<file path="src/rtl/nibble_route_scheduler.sv">
// Round-robin scheduler sharing one 4-bit nibble mux/demux path between four
// requesters. Each grant runs SETUP -> ACTIVE (SLOT_CYCLES cycles of en) -> RELEASE.
// The demux select is looked up in a writable 4-entry route table at grant time.
// Ports:
//   i_clk, i_rst          : clock (rising edge), synchronous active-high reset
//   i_req[3:0]            : per-source request, bit i owns sw[4i+3:4i]
//   i_route_we/src/dst    : route-table write strobe, entry index, destination nibble
//   o_mux_sel, o_demux_sel: source mux / destination demux selects
//   o_en                  : demux enable, o_grant: one-hot grant, o_busy: not idle
module nibble_route_scheduler #(
  parameter int SLOT_CYCLES = 4
) (
  input  logic       i_clk,
  input  logic       i_rst,
  input  logic [3:0] i_req,
  input  logic       i_route_we,
  input  logic [1:0] i_route_src,
  input  logic [1:0] i_route_dst,
  output logic [1:0] o_mux_sel,
  output logic [1:0] o_demux_sel,
  output logic       o_en,
  output logic [3:0] o_grant,
  output logic       o_busy
);

  typedef enum logic [1:0] {
    S_IDLE    = 2'd0,
    S_SETUP   = 2'd1,
    S_ACTIVE  = 2'd2,
    S_RELEASE = 2'd3
  } state_t;

  state_t     r_state;
  state_t     w_state_nxt;
  logic       w_grant_now;
  logic [1:0] r_last;
  logic [3:0] r_cnt;
  logic [1:0] r_route [4];
  logic [1:0] r_mux_sel;
  logic [1:0] r_demux_sel;
  logic [3:0] r_grant;
  logic       r_en;
  logic       r_busy;

  logic       w_found;
  logic [1:0] w_pick;
  logic [1:0] w_cand;

  // Rotating-priority search: start one past the last winner and wrap, so the
  // previous owner is considered last and cannot starve anyone else.
  always_comb begin
    w_found = 1'b0;
    w_pick  = 2'd0;
    w_cand  = 2'd0;
    for (int i = 1; i <= 4; i++) begin
      w_cand = r_last + 2'(i);
      if (!w_found && i_req[w_cand]) begin
        w_found = 1'b1;
        w_pick  = w_cand;
      end
    end
  end

  always_comb begin
    w_state_nxt = r_state;
    w_grant_now = 1'b0;
    case (r_state)
      S_IDLE: begin
        if (w_found) begin
          w_state_nxt = S_SETUP;
          w_grant_now = 1'b1;
        end
      end
      S_SETUP: begin
        w_state_nxt = S_ACTIVE;
      end
      S_ACTIVE: begin
        // r_mux_sel holds the granted index for the whole slot.
        if (r_cnt == 4'd0 || !i_req[r_mux_sel]) begin
          w_state_nxt = S_RELEASE;
        end
      end
      S_RELEASE: begin
        if (w_found) begin
          w_state_nxt = S_SETUP;
          w_grant_now = 1'b1;
        end else begin
          w_state_nxt = S_IDLE;
        end
      end
      default: w_state_nxt = S_IDLE;
    endcase
  end

  always_ff @(posedge i_clk) begin
    if (i_rst) begin
      r_state     <= S_IDLE;
      r_last      <= 2'd3;
      r_cnt       <= 4'd0;
      r_mux_sel   <= 2'd0;
      r_demux_sel <= 2'd0;
      r_grant     <= 4'd0;
      r_en        <= 1'b0;
      r_busy      <= 1'b0;
      for (int i = 0; i < 4; i++) begin
        r_route[i] <= 2'(i);
      end
    end else begin
      r_state <= w_state_nxt;
      // Table write and grant lookup on the same edge: the lookup below reads
      // the pre-edge value, so the grant gets the old route.
      if (i_route_we) begin
        r_route[i_route_src] <= i_route_dst;
      end
      if (w_grant_now) begin
        r_last      <= w_pick;
        r_cnt       <= 4'(SLOT_CYCLES - 1);
        r_mux_sel   <= w_pick;
        r_demux_sel <= r_route[w_pick];
        r_grant     <= 4'b0001 << w_pick;
      end else if (r_state == S_ACTIVE && w_state_nxt == S_ACTIVE) begin
        r_cnt <= r_cnt - 4'd1;
      end
      // Selects are deliberately held through RELEASE; only the grant drops.
      if (w_state_nxt == S_RELEASE) begin
        r_grant <= 4'd0;
      end
      r_en   <= (w_state_nxt == S_ACTIVE);
      r_busy <= (w_state_nxt != S_IDLE);
    end
  end

  assign o_mux_sel   = r_mux_sel;
  assign o_demux_sel = r_demux_sel;
  assign o_en        = r_en;
  assign o_grant     = r_grant;
  assign o_busy      = r_busy;

endmodule

</file>
<file path="config.mk">
export PLATFORM = sky130hd
export DESIGN_NAME = nibble_route_scheduler
export DESIGN_NICKNAME = d
export VERILOG_FILES = /design/src/rtl/nibble_route_scheduler.sv
export SDC_FILE = /design/constraint.sdc
export NUM_CORES = 1
export LEC_CHECK = 0
export CORE_AREA = 2 2 54 56
export CTS_CLUSTER_DIAMETER = 200
export DETAILED_ROUTE_END_ITERATION = 8
export DIE_AREA = 0 0 56 58
export PLACE_DENSITY = 0.76
export SETUP_SLACK_MARGIN = 0.02
export SKIP_LAST_GASP = 1
export SYNTH_ARGS = -nofsm -noshare
export SYNTH_HDL_FRONTEND = slang
export SYNTH_SLANG_ARGS = --single-unit
</file>
<file path="constraint.sdc">
create_clock -name i_clk -period 2.3 [get_ports i_clk]
set_input_delay 0.69 -clock i_clk [delete_from_list [all_inputs] [get_ports i_clk]]
set_output_delay 0.69 -clock i_clk [all_outputs]
set_load 0.1 [all_outputs]
</file>
==> impl_metrics.ini <==
[run_status]
status = finished clean

[yosys]
synth_area_um2 = 1340
synthArstFlopShare_pct = 0
synth_edf_count = 8
syn_inst = 141
synth_nets = 157
ys_types = 38
syn_avg_cell_area_um2 = 9.50
synthFlopType = dfxtp_1
yosysWarnings = 0
synth-seq-cells = 26
synth-seq-area-share_pct = 44.8

[placed_design]
gp_congestion = 0.817
placedInstanceArea_um2 = 1650
dp_hpwl_um = 2120
pre_cts_slack_ps = -297
dp_cells = 203
io_buffer_count = 20

[worst_setup_path]
endpoint_kind = flop
timing.rr.end = o_grant[2]$_SDFFE_PP0P_
crit_cells = 6
rr_startpoint = r_state[0]$_SDFF_PP0_
crit_buf_inv = 1
r2r_cells = 5
path_delay_family = simple AND/OR/NAND/NOR gates
startpoint = i_req[2]
path_cells = dlymetal6s2s_1 -> nor4_4 -> o21bai_1 -> o21a_1 -> or4_1 -> a21oi_1
path_max_fanout = 4
startpoint_type = input port
critPathSlowestCell = or4_1
crit_required_ps = 2560
critPathCapture = r_cnt[3]$_SDFFE_PP0P_
cpPeakStageDelay_ps = 480
reg2reg_setup_slack_ps = 470
crit_type = input port to flop
cp.arrival_ps = 2190

[global_routing]
grt_max_degree = 19
antenna_found_initial = 0
grt_pass1_vias = 1070
grt_usage_pct = 18.2
grt_overflow = 0
grt_pass1_wl_um = 4640

[min_path]
hold_path.startpoint = o_grant[0]$_SDFFE_PP0P_
hp-class = flop to flop

[floorplan]
die_h_um = 58
dieArea_um2 = 3250
io_pins = 21
start_util_pct = 50.3
die_w_um = 56
std_cell_rows = 19
core_um2 = 2660

[cells_and_area]
design_area_um2 = 1720
final_cells = 207
mostFrequentLayoutCells = buf_4, dfxtp_1, nand2_1
diodes = 0
nNetsFinal = 193
area_delta_synth_final_pct = 28.1
drive_gt1_share_pct = 21.6
final_common_cell = buf_4

[pwr]
power_frac_comb_pct = 59.4
power.switching_mw = 1.19
swShare_pct = 48.0
p_leak_nw = 0.752
p_clk_share_pct = 12.6
max-vdd-ir-drop_mv = 1.00
powerDensity_nw_per_um2 = 1440
seqPwrFrac_pct = 28.0
p_total_mw = 2.48
p_int_mw = 1.29

[sta]
fin_crit_sh_pct = 83.8
grt_setup_unrepaired = false
tightest_slew_ps = 409
clock_skew_ps = 6.59
hold_viol_final = 0
slew_headroom_pct = 72.3
period_needed_ps = 1930
report.final.slew_viol_count = 0
fmax_mhz = 519
setup_viol = 0
fin_ws_ps = 372
hold_ws_ps = 461

[clock_network]
cts_made_buffers = 3
cts_tree = yes
clk_pin_slew_worst_paths_ps = 140
clk_latency_ps = 320
h-tree-depth = 1
cts_root_buf = clkbuf_4
cts_buffer_depth = 2
cts.sinks = 26
cts_setup_buffers = 0

[detailed_routing]
vias = 1160
drtPass1Iterations = 4
drc = 0
wl_um = 2740
vias_per_cell = 5.60
wl_per_cell_um = 13.2
ant_nets = 0
drtIter0Drc = 36

[flow_run]
cap_violations = 0
worst min-delay path by stage:
stage	to	slack, ps	cells past startpoint
finish	o_grant[0]$_SDFFE_PP0P_	460	2
global route	o_grant[0]$_SDFFE_PP0P_	490	2
CTS	o_grant[0]$_SDFFE_PP0P_	460	2
detailed placement	o_grant[0]$_SDFFE_PP0P_	450	2
global placement	o_grant[3]$_SDFFE_PP0P_	440	2
floorplan	r_cnt[3]$_SDFFE_PP0P_	450	2
kinds of logic (layout without fill, tap and decap cells):
group	count (synthesis)	count (layout)	synth area share, %
adders and majority gates	5	5	4.67
buffers and inverters	12	47	3.36
muxes	6	6	5.42
and+or+nand+nor	58	58	24.4
AOI/OAI and AO/OA	34	34	17.4
DFF	26	26	44.8
metal layers:
metal | global-route usage, % | vias up | part of all wire (%)
met3 | 2.23 | 2 | 3.7
li1 | - | 577 | -
met4 | 7.14 | 0 | 0.69
met5 | 0 | - | 0
met1 | 20.9 | 548 | 41
met2 | 34.3 | 33 | 55
final cells by class:
type                            instances  area, µm²
Clock inverter                          1       30.0
Multi-Input combinational cell        103        694
Tap cell                               31       38.8
Sequential cell                        26        603
Timing Repair Buffer                   35        298
Clock buffer                            3       22.5
Fill cell                             220        946
Inverter                                8       30.0
through the flow:
stage	TNS, ps	utilization (%)
global route	0	64.5
global placement	-1550	62.1
floorplan	0	-
CTS	0	64.1
detailed placement	-2250	62.1
finish	0	64.5
tightest hold or removal path: stages (launching register included):
cell and delay, ps:
dfxtp_1 340, nand2_1 50, a21oi_1 50
synthesized netlist by cell type (2+ instances only):
| cell | instances | area [µm²] |
|---|---|---|
| and3_1 | 2 | 12.5 |
| ha_1 | 5 | 62.6 |
| a211oi_1 | 2 | 15.0 |
| o211ai_1 | 2 | 15.0 |
| o221ai_1 | 2 | 17.5 |
| edfxtp_1 | 8 | 240 |
| or2_2 | 3 | 18.8 |
| nand3b_1 | 3 | 22.5 |
| nand2b_1 | 7 | 43.8 |
| o21bai_1 | 5 | 37.5 |
| a31o_2 | 2 | 17.5 |
| or4_1 | 2 | 15.0 |
| a21oi_1 | 10 | 50.1 |
| nor2_1 | 8 | 30.0 |
| nand2_1 | 14 | 52.6 |
| a21o_1 | 2 | 15.0 |
| nand3_1 | 3 | 15.0 |
| and2_1 | 2 | 12.5 |
| nor2b_1 | 4 | 25.0 |
| clkbuf_1 | 4 | 15.0 |
| inv_1 | 8 | 30.0 |
| nor3_1 | 3 | 15.0 |
| o31ai_1 | 2 | 15.0 |
| dfxtp_1 | 18 | 360 |
| mux2i_1 | 5 | 50.1 |
| or3_1 | 3 | 18.8 |
registers in the layout, summed over array words and instances (netlist names):
register,flops
o_busy,1
o_demux_sel,2
o_en,1
o_grant,4
o_mux_sel,2
r_cnt,4
r_last,2
r_route,8
r_state,2
power groups by stage:
| stage | registers [mW] | logic, mW | clock network (mW) |
|---|---|---|---|
| 2_1_floorplan | 1.15 | 0.582 | 0 |
| 3_3_place_gp | 0.698 | 1.43 | 0 |
| 3_5_place_dp | 0.705 | 1.47 | 0 |
| 4_1_cts | 0.694 | 1.47 | 0.320 |
| 5_1_grt | 0.709 | 1.59 | 0.338 |
| 6_report | 0.693 | 1.47 | 0.313 |
what timing repair did:
action | in CTS | in global routing
hold buffers | 0 | 0
setup endpoints to repair | 0 | 6
gates resized for setup | 0 | 4
Power figures use the tool's default switching activity.
